[config.mk]
export PLATFORM = sky130hd
export DESIGN_NAME = run_detect_gen_flat
export DESIGN_NICKNAME = d
export VERILOG_FILES = /design/src/rtl/run_detect_pkg.sv /design/src/rtl/run_detect_gen_if.sv /design/src/rtl/run_detect_gen_sat_cnt.sv /design/src/rtl/run_detect_gen.sv /design/src/flat_wrapper.sv
export SDC_FILE = /design/constraint.sdc
export NUM_CORES = 1
export LEC_CHECK = 0
export CORE_ASPECT_RATIO = 0.5
export CORE_UTILIZATION = 49
export DETAILED_ROUTE_END_ITERATION = 6
export HOLD_SLACK_MARGIN = 0.12
export PLACE_DENSITY = 0.89
export SETUP_SLACK_MARGIN = 0.15
export SYNTH_ARGS = -nofsm -noshare
export SYNTH_HDL_FRONTEND = slang
export SYNTH_SLANG_ARGS = --single-unit
[constraint.sdc]
create_clock -name clk -period 2.9 [get_ports clk]
set_clock_uncertainty 0.2 [all_clocks]
set_input_delay 0.58 -clock clk [delete_from_list [all_inputs] [get_ports clk]]
set_output_delay 0.58 -clock clk [all_outputs]
set_load 0.005 [all_outputs]
[src/rtl/run_detect_pkg.sv]
// run_detect_pkg: shared state encoding and default parameters for run_detect_gen
package run_detect_pkg;
  localparam int DW_DEF = 12;
  localparam int RUN_LEN_DEF = 4;
  localparam int CW_DEF = 8;
  typedef enum logic [2:0] {
    IDLE   = 3'b001,
    ARMED  = 3'b010,
    IN_RUN = 3'b100
  } state_t;
endpackage

[src/rtl/run_detect_gen_if.sv]
// run_detect_gen_if: sample/control inputs and result outputs of run_detect_gen
// master drives sig, sig_vld, strt_cap_cmp, stop, cmp_below; slave returns thr, n_runs, run_det, in_run, armed
interface run_detect_gen_if import run_detect_pkg::*; #(
  parameter int DW = DW_DEF,
  parameter int CW = CW_DEF
);
  logic [DW-1:0] sig;
  logic          sig_vld;
  logic          strt_cap_cmp;
  logic          stop;
  logic          cmp_below;
  logic [DW-1:0] thr;
  logic [CW-1:0] n_runs;
  logic          run_det;
  logic          in_run;
  logic          armed;
  modport master (
    output sig, sig_vld, strt_cap_cmp, stop, cmp_below,
    input  thr, n_runs, run_det, in_run, armed
  );
  modport slave (
    input  sig, sig_vld, strt_cap_cmp, stop, cmp_below,
    output thr, n_runs, run_det, in_run, armed
  );
endinterface

[src/rtl/run_detect_gen_sat_cnt.sv]
// sat_cnt: saturating up-counter with synchronous clear
// clk, rst (async, active-high), clr (priority over inc), inc, cnt (holds at all-ones)
module sat_cnt #(
  parameter int CW = 8
) (
  input  logic          clk,
  input  logic          rst,
  input  logic          clr,
  input  logic          inc,
  output logic [CW-1:0] cnt
);
  always_ff @(posedge clk or posedge rst)
    if (rst) cnt <= '0;
    else if (clr) cnt <= '0;
    else if (inc && cnt != '1) cnt <= cnt + 1'b1;
endmodule

[src/rtl/run_detect_gen.sv]
// run_detect_gen: counts runs of RUN_LEN valid samples strictly above/below a captured threshold
// clk, rst (async, active-high), bus: sig/sig_vld/strt_cap_cmp/stop/cmp_below in, thr/n_runs/run_det/in_run/armed out
module run_detect_gen import run_detect_pkg::*; #(
  parameter int DW = DW_DEF,
  parameter int RUN_LEN = RUN_LEN_DEF,
  parameter int CW = CW_DEF
) (
  input logic clk,
  input logic rst,
  run_detect_gen_if.slave bus
);
  localparam int CNT_W = $clog2(RUN_LEN);
  localparam logic [CNT_W-1:0] LAST = CNT_W'(RUN_LEN - 1);
  state_t           state;
  logic [DW-1:0]    thr_q;
  logic [CNT_W-1:0] run_cnt;
  logic             mode_q;
  logic             qual;
  logic             hit;
  assign qual = mode_q ? bus.sig < thr_q : bus.sig > thr_q;
  // the sample that completes a run; strt/stop in the same cycle pre-empt it
  assign hit = !bus.strt_cap_cmp && !bus.stop && state == ARMED && bus.sig_vld && qual && run_cnt == LAST;
  assign bus.thr = thr_q;
  always_ff @(posedge clk or posedge rst)
    if (rst) begin
      state <= IDLE;
      thr_q <= '0;
      mode_q <= 1'b0;
      run_cnt <= '0;
      bus.run_det <= 1'b0;
      bus.in_run <= 1'b0;
      bus.armed <= 1'b0;
    end else begin
      bus.run_det <= 1'b0;
      if (bus.strt_cap_cmp) begin
        thr_q <= bus.sig;
        mode_q <= bus.cmp_below;
        run_cnt <= '0;
        state <= ARMED;
        bus.armed <= 1'b1;
        bus.in_run <= 1'b0;
      end else if (bus.stop) begin
        run_cnt <= '0;
        state <= IDLE;
        bus.armed <= 1'b0;
        bus.in_run <= 1'b0;
      end else case (state)
        IDLE: ;
        ARMED: if (bus.sig_vld) begin
          run_cnt <= (qual && run_cnt != LAST) ? run_cnt + 1'b1 : '0;
          if (hit) begin
            state <= IN_RUN;
            bus.in_run <= 1'b1;
            bus.run_det <= 1'b1;
          end
        end
        IN_RUN: if (bus.sig_vld && !qual) begin
          state <= ARMED;
          bus.in_run <= 1'b0;
        end
        default: begin
          state <= IDLE;
          run_cnt <= '0;
          bus.armed <= 1'b0;
          bus.in_run <= 1'b0;
        end
      endcase
    end
  sat_cnt #(.CW(CW)) u_cnt (
    .clk(clk),
    .rst(rst),
    .clr(bus.strt_cap_cmp),
    .inc(hit),
    .cnt(bus.n_runs)
  );
endmodule

[src/flat_wrapper.sv]
// flat-port wrapper written by rule: the top's interface ports become plain ports
module run_detect_gen_flat import run_detect_pkg::*;
#(
  parameter int DW = DW_DEF,
  parameter int RUN_LEN = RUN_LEN_DEF,
  parameter int CW = CW_DEF
)
  (clk, rst, bus_sig, bus_sig_vld, bus_strt_cap_cmp, bus_stop, bus_cmp_below, bus_thr, bus_n_runs, bus_run_det, bus_in_run, bus_armed);
  run_detect_gen_if #(.DW(DW), .CW(CW)) bus_i ();
  input logic clk;
  input logic rst;
  input wire logic [$bits(bus_i.sig)-1:0] bus_sig;
  input wire logic [$bits(bus_i.sig_vld)-1:0] bus_sig_vld;
  input wire logic [$bits(bus_i.strt_cap_cmp)-1:0] bus_strt_cap_cmp;
  input wire logic [$bits(bus_i.stop)-1:0] bus_stop;
  input wire logic [$bits(bus_i.cmp_below)-1:0] bus_cmp_below;
  output wire logic [$bits(bus_i.thr)-1:0] bus_thr;
  output wire logic [$bits(bus_i.n_runs)-1:0] bus_n_runs;
  output wire logic [$bits(bus_i.run_det)-1:0] bus_run_det;
  output wire logic [$bits(bus_i.in_run)-1:0] bus_in_run;
  output wire logic [$bits(bus_i.armed)-1:0] bus_armed;
  assign bus_i.sig = bus_sig;
  assign bus_i.sig_vld = bus_sig_vld;
  assign bus_i.strt_cap_cmp = bus_strt_cap_cmp;
  assign bus_i.stop = bus_stop;
  assign bus_i.cmp_below = bus_cmp_below;
  assign bus_thr = bus_i.thr;
  assign bus_n_runs = bus_i.n_runs;
  assign bus_run_det = bus_i.run_det;
  assign bus_in_run = bus_i.in_run;
  assign bus_armed = bus_i.armed;
  run_detect_gen #(.DW(DW), .RUN_LEN(RUN_LEN), .CW(CW)) u_core (.clk(clk), .rst(rst), .bus(bus_i));
endmodule
Word level (Yosys, flattened, before mapping)
Index checks and enable logic that the tools add are counted.

cells by class
  add/sub/neg operators = 2
  order comparisons = 2
  equal/unequal tests = 12
  muxes and demuxes = 28
  reduce and logical (&&, ||, !) cells = 16

operators by type and width
  kind                   count
  $mux W8                2
  $mux W3                5
  $mux W1                14
  $gt A12 B12 Y1         1
  $lt A12 B12 Y1         1
  $pmux W3 S3            1
  $add A8 B1 Y8 const B  1
  $logic_and A1 B1 Y1    8
  $mux W2                4
  $ne A4 B4 Y1 const B   2
  $ne A8 B8 Y1 const B   1
  $ne A3 B1 Y1 const B   2
  $ne A4 B3 Y1 const B   1
  $pmux W2 S2            1
  $reduce_and A4 Y1      1
  $eq A3 B1 Y1 const B   1
  $eq A3 B2 Y1 const B   1
  $eq A3 B3 Y1 const B   1
  $logic_not A1 Y1       3
  $ne A3 B3 Y1 const B   1
  $pmux W1 S3            1
  $reduce_or A3 Y1       1
  $add A2 B1 Y2 const B  1
  $eq A2 B2 Y1 const B   1
  4 further kinds        4

word-level totals
  register bits = 29
  input bits = 18
  output and inout bits = 23

Depth between registers and ports, before layout
  depth in word-level cells = 11
  depth in mapped cells = 11
  depth with buffers taken out = 10

Modules after synthesis
A second synthesis with hierarchy kept.

second synthesis, totals
  cells, all modules = 180
  area total of the unflattened synthesis = 1745.4 µm²

modules (own cells, without submodules)
  module          instances  cells each  area an instance (µm²)  sequential area each (µm²)
  run_detect_gen  1          131         1241.2                  526.8
  sat_cnt         1          49          504.2                   200.2

Least setup slack after synthesis
Ideal clock, no wire load.

  path kind = input-to-reg
  start point = input bus_sig[6]
  end point = register u_core.u_cnt.cnt[3]
  library setup time = 0.078 ns
  data arrival time = 2.365 ns
  required time = 2.622 ns
  setup slack = 0.257 ns
  stages = 8
  path buffers = 0
  path through = ha_1 a41o_1 a21oi_2 a2bb2oi_2 and4_2 o21ai_2 or4_1 a21oi_1

on the way
  longest elaborated chain between the ends = 6
  elaborated cells on any way between the ends = 7
  those cells by class = 2 x order compare; 1 x mux; 4 x reduce/logical

ends and longest elaborated chain
  element                                                  RTL line                      RTL
  start: declaration                                       flat_wrapper.sv:12            input wire logic [$bits(bus_i.sig)-1:0] bus_sig;
  $gt A12 B12 Y1 / $lt A12 B12 Y1 (equally long branches)  run_detect_gen.sv:20          assign qual = mode_q ? bus.sig < thr_q : bus.sig > thr_q;
  $mux W1 *                                                run_detect_gen.sv:20
  $logic_and A1 B1 Y1 * (2 in a row)                       run_detect_gen.sv:22          assign hit = !bus.strt_cap_cmp && !bus.stop && state == ARMED && bus.sig_vld && qual && run_cnt == LAST;
  $logic_and A1 B1 Y1 *                                    run_detect_gen_sat_cnt.sv:15  else if (inc && cnt != '1) cnt <= cnt + 1'b1;
  $reduce_bool A2 Y1 (no source line) *                    n/a
  end signal: assignment                                   run_detect_gen_sat_cnt.sv:15
  end: declaration                                         run_detect_gen_sat_cnt.sv:10  output logic [CW-1:0] cnt

Mark *: on every way between the ends. The rest lies on a longest branch, timed or not.
A chain may end at the register's enable or synchronous reset.

Worst setup path in the final report
  start point = input bus_sig[11]
  end point = register u_core.state[1]

on the way
  longest elaborated chain between the ends = 6
  elaborated cells on any way between the ends = 10
  those cells by class = 2 x order compare; 2 x eq/ne; 1 x mux; 5 x reduce/logical

ends and longest elaborated chain
  element                                                               RTL line                                    RTL
  $gt A12 B12 Y1 / $lt A12 B12 Y1 (equally long branches)               run_detect_gen.sv:20
  $mux W1 *                                                             run_detect_gen.sv:20
  $logic_not A1 Y1 / $logic_and A1 B1 Y1 (equally long branches)        run_detect_gen.sv:57, run_detect_gen.sv:22
  $logic_and A1 B1 Y1, on equally long branches                         run_detect_gen.sv:57, run_detect_gen.sv:22
  $ne A4 B3 Y1 (no source line) / $ne A4 B4 Y1 (equally long branches)  n/a
  $reduce_and A4 Y1 (no source line) *                                  n/a
  end signal: assignment                                                run_detect_gen.sv:52                        state <= IN_RUN;
  end signal: assignment                                                run_detect_gen.sv:58                        state <= ARMED;
  end signal: assignment                                                run_detect_gen.sv:62                        state <= IDLE;
  end: declaration                                                      run_detect_gen.sv:14                        state_t state;

Marked as above.

==> metrics.md <==
| Metric | Value |
|---|---|
| WL per Instance | `20.8 um` |
| CP max-delay cell | `o41ai_4` |
| EDFF count, synth | `0` |
| Crit-path cells | `dlygate4sd2_1, ha_4, nand4_4, o41ai_4, a31oi_4, buf_6, or4_1, nand4_1, a21o_1` |
| Non-Filler Instances | `274` |
| Worst Path Required | `2930 ps` |
| Worst path max stage delay | `520 ps` |
| Register area | `702 um2` |
| Reg2Reg Depth | `10` |
| Diode count | `0` |
| Period utilisation layout | `0.982` |
| Worst Setup Path Type | `in2reg` |
| Max Freq | `0.351 GHz` |
| Final hold violations | `0` |
| Starting Density | `0.532` |
| Number of global-route vias before repair | `1,747` |
| Post-route minimum period | `2850 ps` |
| Dpl hpwl | `2.69 mm` |
| Worst r2r src | `u_core.bus.thr[6]` |
| Via/cell ratio | `6.55` |
| CTS tree | `yes` |
| CTS clock-pin slew for the worst setup and hold paths | `100 ps` |
| Share of cells above drive strength 1 | `0.269` |
| Clock latency on the worst-skew pair | `280 ps` |
| Async S/R FF share, synth | `1.00` |
| Flops & latches, synth | `28` |
| Synth Area per Inst | `9.21 um2` |
| 1st-iter DRT viols | `295` |
| Num Clock Sinks | `28` |
| Crit path DAT | `2870 ps` |
| Placed Cells | `263` |
| Flop pwr share | `0.409` |
| Root buffer cell | `clkbuf_8` |
| Worst hold slack | `345 ps` |
| Pin count of the biggest net entering global routing | `35` |
| Final Total Pwr | `1050 uW` |
| Synth Cell Area | `1640 um2` |
| Worst slack, placed | `-432 ps` |
| CTS max path bufs | `2` |
| Syn nets | `210` |
| Slew HR | `0.705` |
| TritonRoute pass-1 iters | `5` |
| Sequential fraction of the synthesis area | `0.428` |
| Hold WC Path Type | `reg2reg` |
| Psw | `297 uW` |
| Via Count | `1,795` |
| Setup slack, reg-to-reg | `80 ps` |
| Hold Path End | `u_core.bus.armed` |
| P_int | `748 uW` |
| Critical path depth | `9` |
| Clock share of power | `0.298` |
| Synth Instances | `178` |
| Worst Tran Pin Value | `440 ps` |
| Num CTS Buffers | `3` |
| Post-DRT Antenna Nets | `0` |
| H-tree Lvls | `1` |
| Logic pwr share | `0.293` |
| Initial antenna violation count | `0` |
| Leak | `0.00108 uW` |
| Most area-hungry cell type in the Yosys netlist | `dfrtp_1` |
| Setup_tns | `0 ps` |
| Netlist cell types | `43` |
| Sw Ratio | `0.285` |
| Largest cells by area after synthesis | `dfrtp_1 (41%), ha_1 (11%), nand2_1 (5.7%), inv_1 (4.4%), o21ai_0 (4.3%)` |
| Max-cap violations | `0` |
| Crit path max-delay family | `simple AND/OR/NAND/NOR gates` |
| Top-count cell post-synth | `dfrtp_1` |
| Drc violations | `0` |
| GRT Util Overall | `0.321` |
| DIE AREA | `3590 um2` |
| FP Rows | `14` |
| Multi-input gate area | `1110 um2` |
| Die Ht | `42.9 um` |
| Die Span X | `83.8 um` |
| Slew Viols, Final | `0` |
| Drt total wl | `5.69 mm` |
| Top cells by count, synth | `dfrtp_1 (27), nand2_1 (25), inv_1 (19)` |
| Final worst setup slack | `51.4 ps` |
| YS warnings | `0` |
| GP Congestion | `0.779` |
| Buf+Inv Stages, Crit Path | `2` |
| Critical path peak fanout | `4` |
| IO buf count | `40` |
| Crit end category | `flip-flop` |
| R2R Path End | `u_core.state[1]` |
| Total setup violations reported at the end of the flow | `0` |
| I/O Pins | `41` |
| Fillers | `167` |
| Area share of the largest cell type after synthesis | `0.412` |
| # nets final | `267` |
| Synthesis-to-finish area growth | `53.5%` |
| Hold path cells | `2` |
| Critical Path Start Type | `input port` |
| Top_reg_cell synth | `dfrtp_1` |
| RSZ-0062 raised after global routing | `yes` |
| Core Footprint | `3080 um2` |
| Status | `complete, no violations` |
| First-pass GRT wire length | `8.69 mm` |
| Max VDD drop | `0.390 mV` |
| Pwr dens | `415 nW/um2` |
| Total grt overflow | `0` |
| Hold Path Origin | `u_core.bus.armed` |
## timing repair
action	4_1_cts	5_1_grt
hold buffers	0	0
cloned	1	0
gates resized for setup	33	30
setup buffers	4	2
endpoints found under the setup margin	12	11
pin swaps	18	16
## tightest hold or removal path: cells and delay by family (launching register included)
kind / cells / cell delay [ps]
flip-flops: 1 / 370
AND/OR/NAND/NOR: 2 / 140
## cell families after synthesis
family                     after synthesis  share of synthesized area
AOI/OAI and AO/OA                       46                      0.192
xor gates and xnor gates                 1                    0.00534
adders and majority gates               14                      0.107
buffers and inverters                   25                     0.0580
DFF                                     28                      0.428
muxes                                    2                     0.0130
and+or+nand+nor                         62                      0.197
## area by class of cell
type,count,share of cell area
Timing Repair Buffer,57,0.203
Multi-Input combinational cell,126,0.441
Inverter,19,0.0283
Sequential cell,28,0.279
Clock buffer,3,0.0164
Clock inverter,1,0.0119
Tap cell,40,0.0199
## power groups by stage
stage                     sequential [uW]  combinational, uW  clock (uW)
after detailed placement              433                206           0
final                                 428                306         312
after floorplan                       432                103           0
after global placement                432                196           0
after global routing                  429                323         333
after CTS                             426                255         316
## flip-flops by register name (all words and copies together), names as in the netlist
register and flops:
u_core.bus.thr 12, u_core.u_cnt.cnt 8, u_core.state 3, u_core.run_cnt 2, u_core.bus.armed 1, u_core.bus.run_det 1, u_core.mode_q 1
## layer usage
layer  vias to the layer above  GRT usage  wire (um)
met3                        51      0.113        605
li1                        762          -          -
met2                       133      0.551       2680
met5                         -          0          0
met4                         0      0.197        328
met1                       849      0.350       2080
## cell usage in the layout (no fill, tap or decap), drive strengths merged, types with 5 or more instances in the layout
cell type,count
a21oi,11
buf,17
clkbuf,9
clkdlybuf4s50,28
dfrtp,27
dlygate4sd2,5
ha,14
inv,19
nand2,25
nand3,7
nor3,6
o21ai,16
or4,7
## how the worst max path moves through the flow
stage / startpoint / end / slack (ps)
2_1_floorplan: bus_sig[6] / u_core.u_cnt.cnt[3] / 260
6_report: bus_sig[11] / u_core.state[1] / 50
5_1_grt: u_core.bus.thr[6] / u_core.state[1] / 7
3_5_place_dp: bus_sig[6] / u_core.u_cnt.cnt[3] / -430
3_3_place_gp: bus_sig[6] / u_core.u_cnt.cnt[3] / -290
4_1_cts: bus_sig[3] / u_core.u_cnt.cnt[2] / 180
## metrics by stage
step / instance area, um2 / utilization
6_report: 2520 / 0.816
5_1_grt: 2520 / 0.816
4_1_cts: 2420 / 0.786
3_5_place_dp: 2150 / 0.697
3_3_place_gp: 2150 / 0.697
2_1_floorplan: 1640 / -
Power figures use the tool's default switching activity.
==> edit 1, RTL diff (config.mk and constraints unchanged) <==
The 3 states of `state_t` get a binary encoding in 2 bits.
--- a/src/rtl/run_detect_pkg.sv
+++ b/src/rtl/run_detect_pkg.sv
@@ -3,10 +3,10 @@
   localparam int DW_DEF = 12;
   localparam int RUN_LEN_DEF = 4;
   localparam int CW_DEF = 8;
-  typedef enum logic [2:0] {
-    IDLE   = 3'b001,
-    ARMED  = 3'b010,
-    IN_RUN = 3'b100
+  typedef enum logic [1:0] {
+    IDLE   = 2'd0,
+    ARMED  = 2'd1,
+    IN_RUN = 2'd2
   } state_t;
 endpackage
 
Behaviour: same outputs for any inputs over 10 cycles, from zero or initial values and one cycle with rst high; not proved beyond that.
==> edit 1 against the original RTL <==
Sequential cell count decreased by 1; count of clock-buffer cells in the layout increased by 1; critical path depth unchanged; cell area decreased by 9.6%; setup slack got worse by 0.032 ns; synthesized cell count decreased by 11%; area after synthesis decreased by 5.7%; fmax decreased by 1.1%; power decreased by 19%; wire length decreased by 13%; global-route usage decreased by 8.0 points; critical endpoint is now u_core.u_cnt.cnt[7].
==> edit 1: results (changes against the original RTL) <==
STATUS
------------------------------------------------------------------------------
Status                                                            complete, no violations   unchanged

YOSYS
------------------------------------------------------------------------------
Post-synthesis xor/xnor area fraction                                   0.567%   was 0.534%
Ranking of synthesized cells by instance count                    27 x sky130_fd_sc_hd__dfrtp_1, 18 x sky130_fd_sc_hd__nand2_1, 18 x sky130_fd_sc_hd__o21ai_0   was 27 x sky130_fd_sc_hd__dfrtp_1, 25 x sky130_fd_sc_hd__nand2_1, 19 x sky130_fd_sc_hd__inv_1
Share of the synthesized area in compound gates (AO/OA/AOI/OAI)          15.3%   was 19.2%
Share of cell area taken by muxes after synthesis                        4.13%   was 1.30%
Post-Syn Area per Cell                                              9.72 sq um   was 9.21 sq um
Distinct cell type count of the synthesized netlist                         36   was 43
Sequential element share of the synthesized area                         43.7%   was 42.8%
Number of nets in the synthesized netlist                                  191   was 210

WORST SETUP PATH
------------------------------------------------------------------------------
Cells on worst reg2reg path                                                  9   was 10
Master of the slowest instance on the critical path               sky130_fd_sc_hd__or4_1   was sky130_fd_sc_hd__o41ai_4
Delay of the slowest critical-path stage                               0.50 ns   was 0.52 ns
Capture point of the worst reg-to-reg path                        u_core.u_cnt.cnt[7]   was u_core.state[1]
Slack of the worst reg-to-reg path                                     0.26 ns   was 0.08 ns

GRT
------------------------------------------------------------------------------
Vias in the first global route                                           1,325   was 1,747
Global-route track usage on met2                                         40.0%   was 55.1%
Gr usage total                                                           24.1%   was 32.1%
Met1 layer usage reported by global route                                30.6%   was 35.0%
First-pass GRT wire length                                        6110 microns   was 8690 microns

PLACED DESIGN
------------------------------------------------------------------------------
Final GP Congestion                                                      0.806   was 0.779
Placed insts                                                               239   was 263
Placement-stage cell area                                           2020 sq um   was 2150 sq um
Pre-CTS WS                                                           -0.273 ns   was -0.432 ns

POWER AND IR DROP
------------------------------------------------------------------------------
Power in sequential cells                                               411 uW   was 428 uW
Max rail drop VDD                                                     0.210 mV   was 0.390 mV
LEAKAGE                                                             0.00104 uW   was 0.00108 uW
Total combinational power                                               222 uW   was 306 uW

CELLS AND AREA
------------------------------------------------------------------------------
Fraction of layout cells with a size suffix above 1                      19.0%   was 26.9%

ROUTING
------------------------------------------------------------------------------
Total via count after detailed routing                                   1,558   was 1,795
M1 wire length                                                    1970 microns   was 2080 microns
Per-cell via count in the routed design                                   6.28   was 6.55
Amount of wire on met2 after detailed routing                     2350 microns   was 2680 microns

CTS
------------------------------------------------------------------------------
Total setup buffers inserted after CTS                                       0   was 4

WORST HOLD PATH
------------------------------------------------------------------------------
Min-Delay Path Depth                                                         1   was 2

STA
------------------------------------------------------------------------------
Min Hold Slack                                                        0.339 ns   was 0.345 ns

[edit 1: cell types whose count changed in the layout (fill, tap and decap cells not counted), moves of 3 or more]
cell	before	now
sky130_fd_sc_hd__and4_4	1	4
sky130_fd_sc_hd__buf_4	14	11
sky130_fd_sc_hd__clkbuf_2	6	0
sky130_fd_sc_hd__clkdlybuf4s50_1	28	32
sky130_fd_sc_hd__dlygate4sd2_1	5	0
sky130_fd_sc_hd__dlymetal6s2s_1	0	8
sky130_fd_sc_hd__ha_1	4	7
sky130_fd_sc_hd__ha_4	10	7
sky130_fd_sc_hd__nand2_1	24	18
sky130_fd_sc_hd__nor2b_1	1	5
sky130_fd_sc_hd__nor3_1	4	0
sky130_fd_sc_hd__or4_4	4	0
[edit 1: final cells by class]
class	count	area (sq um)
sequential	27	676
timing repair buffer	51	503
tap	37	46.3
fill	144	507
multi-input combinational	113	945
inverter	16	60.1
clock buffer	4	45.0
==> edit 2, RTL diff (same flow settings) <==
Made on the original files. `RUN_LEN_DEF`: 4 -> 2.
--- a/src/rtl/run_detect_pkg.sv
+++ b/src/rtl/run_detect_pkg.sv
@@ -1,7 +1,7 @@
 // run_detect_pkg: shared state encoding and default parameters for run_detect_gen
 package run_detect_pkg;
   localparam int DW_DEF = 12;
-  localparam int RUN_LEN_DEF = 4;
+  localparam int RUN_LEN_DEF = 2;
   localparam int CW_DEF = 8;
   typedef enum logic [2:0] {
     IDLE   = 3'b001,
Behaviour: not the same (Yosys sat finds a counterexample within 4 cycles, from zero or initial values and one cycle with rst high).
==> edit 2 against the original RTL <==
Via count is 2.7% lower; critical path depth is 2 higher; sequential power is 1% higher; area after synthesis is 3.1% higher; synthesized cell count stayed put; wire length is 2.6% lower; setup slack better by 0.065 ns; combinational power is 6% lower; final cell count is 0.73% higher; power is 7.2% lower; count of clock-buffer cells in the layout is 1 higher; sequential cell count stayed put; cell area is 0.80% lower; critical path type unchanged.
==> edit 2: results (changes against the original RTL) <==
GRT
-------------------------------------------------------------------------------
First-pass GRT wire length                                         8100 microns   was 8690 microns
Vias in the first global route                                            1,628   was 1,747
Largest net degree at the start of global routing                            42   was 35
Gr usage total                                                            29.2%   was 32.1%

ROUTING
-------------------------------------------------------------------------------
Number of DRC markers after the initial detailed-route iteration            177   was 295
Routed WL                                                          5540 microns   was 5690 microns
Per-cell via count in the routed design                                    6.33   was 6.55
Detailed Routing Iterations Pass 1                                            4   was 5

YOSYS
-------------------------------------------------------------------------------
Post-Syn Area per Cell                                               9.49 sq um   was 9.21 sq um
Number of nets in the synthesized netlist                                   209   was 210
Sequential element share of the synthesized area                          41.6%   was 42.8%
Most frequent cell after synthesis                                 sky130_fd_sc_hd__dfrtp_1   unchanged
Most used flip-flop cell after synthesis                           sky130_fd_sc_hd__dfrtp_1   unchanged
Ranking of synthesized cells by instance count                     27 x sky130_fd_sc_hd__dfrtp_1, 18 x sky130_fd_sc_hd__nand2_1, 17 x sky130_fd_sc_hd__o21ai_0   was 27 x sky130_fd_sc_hd__dfrtp_1, 25 x sky130_fd_sc_hd__nand2_1, 19 x sky130_fd_sc_hd__inv_1
Yosys top cell area share                                                 40.0%   was 41.2%
Top area cells in the synthesized netlist                          sky130_fd_sc_hd__dfrtp_1 40%, sky130_fd_sc_hd__ha_1 9.6%, sky130_fd_sc_hd__o21ai_0 5.0%   was sky130_fd_sc_hd__dfrtp_1 41%, sky130_fd_sc_hd__ha_1 11%, sky130_fd_sc_hd__nand2_1 5.7%

PLACED DESIGN
-------------------------------------------------------------------------------
Placement-stage cell area                                            2190 sq um   was 2150 sq um
Final HPWL from detailed placement                                 2720 microns   was 2690 microns
Final GP Congestion                                                       0.826   was 0.779
Pre-CTS WS                                                            -0.442 ns   was -0.432 ns

WORST HOLD PATH
-------------------------------------------------------------------------------
Min-Delay Path Depth                                                          1   was 2

WORST SETUP PATH
-------------------------------------------------------------------------------
Slack of the worst reg-to-reg path                                      0.13 ns   was 0.08 ns
Critical register-to-register path startpoint                      u_core.bus.thr[1]   was u_core.bus.thr[6]
Capture point of the worst reg-to-reg path                         u_core.u_cnt.cnt[6]   was u_core.state[1]
Data arrival time of the worst path                                     2.76 ns   was 2.87 ns
Critical Path Source                                                 bus_sig[0]   was bus_sig[11]

POWER AND IR DROP
-------------------------------------------------------------------------------
LEAKAGE                                                              0.00110 uW   was 0.00108 uW
Max rail drop VDD                                                      0.210 mV   was 0.390 mV

CELLS AND AREA
-------------------------------------------------------------------------------
Final net count                                                             268   was 267
Fraction of layout cells with a size suffix above 1                       25.4%   was 26.9%
Number of fillers in the final layout                                       183   was 167
Number of flip-flops under the largest register name                         12   unchanged
Layout Cells excl Fill                                                      276   was 274

STA
-------------------------------------------------------------------------------
Worst slew margin relative to its limit                                   64.1%   was 70.5%

STATUS
-------------------------------------------------------------------------------
Status                                                             complete, no violations   unchanged

[edit 2: worst max-delay path by stage]
stage / endpoint / slack (ns) / cells past startpoint
after global placement: u_core.run_cnt / -0.32 / 9
after CTS: u_core.u_cnt.cnt[6] / 0.16 / 10
final: u_core.u_cnt.cnt[6] / 0.12 / 11
after global routing: u_core.u_cnt.cnt[6] / 0.06 / 9
after floorplan: u_core.u_cnt.cnt[5] / 0.16 / 8
after detailed placement: u_core.u_cnt.cnt[7] / -0.44 / 10
[edit 2: layer usage]
metal	wire, microns	global-route usage [%]
met1	2270	35.6
met2	2510	51.5
met3	465	6.10
met4	295	13.6
met5	0	0
[edit 2: layout make-up]
cell class | count | area (sq um) | area share, %
multi-input combinational | 129 | 1090 | 43.7
sequential | 28 | 702 | 28.1
timing repair buffer | 59 | 539 | 21.6
inverter | 16 | 60.1 | 2.41
clock buffer | 4 | 55.1 | 2.21
tap | 40 | 50.0 | 2.01
[edit 2: per-stage QoR]
step	TNS [ns]	util [%]	power (uW)
2_1_floorplan	0	-	549
3_3_place_gp	-3.53	69.8	642
3_5_place_dp	-4.27	69.8	649
4_1_cts	0	77.1	930
5_1_grt	0	79.6	1010
6_report	0	79.6	970
[edit 2: power by group]
group,leakage [uW],internal [uW],switching (uW)
clock,0.0000288,122,127
combinational,0.000708,146,141
sequential,0.000358,412,21.4
total,0.00110,680,290
[edit 2: critical path: stages]
cell and delay, ns:
sky130_fd_sc_hd__dlygate4sd2_1 0.27, sky130_fd_sc_hd__inv_2 0.08, sky130_fd_sc_hd__ha_4 0.14, sky130_fd_sc_hd__nor2b_4 0.04
sky130_fd_sc_hd__o211ai_1 0.24, sky130_fd_sc_hd__a211oi_2 0.13, sky130_fd_sc_hd__a2111oi_4 0.32, sky130_fd_sc_hd__buf_6 0.18
sky130_fd_sc_hd__mux2_4 0.32, sky130_fd_sc_hd__nand4_1 0.14, sky130_fd_sc_hd__mux2_4 0.31
[edit 2: timing repair]
item | 4_1_cts | 5_1_grt
endpoints found under the hold margin | 0 | 0
setup endpoints to repair | 14 | 14
cloned | 1 | 0
pin swaps | 16 | 9
setup buffers | 7 | 1
resized for setup | 31 | 17
[edit 2: logic make-up after synthesis]
family / after synthesis / synth area share, %
buffers and inverters: 22 / 6.30
xor gates and xnor gates: 2 / 1.04
muxes: 9 / 6.00
DFF: 28 / 41.6
AOI/OAI and AO/OA: 42 / 16.9
and+or+nand+nor: 62 / 18.6
adders and majority gates: 13 / 9.63
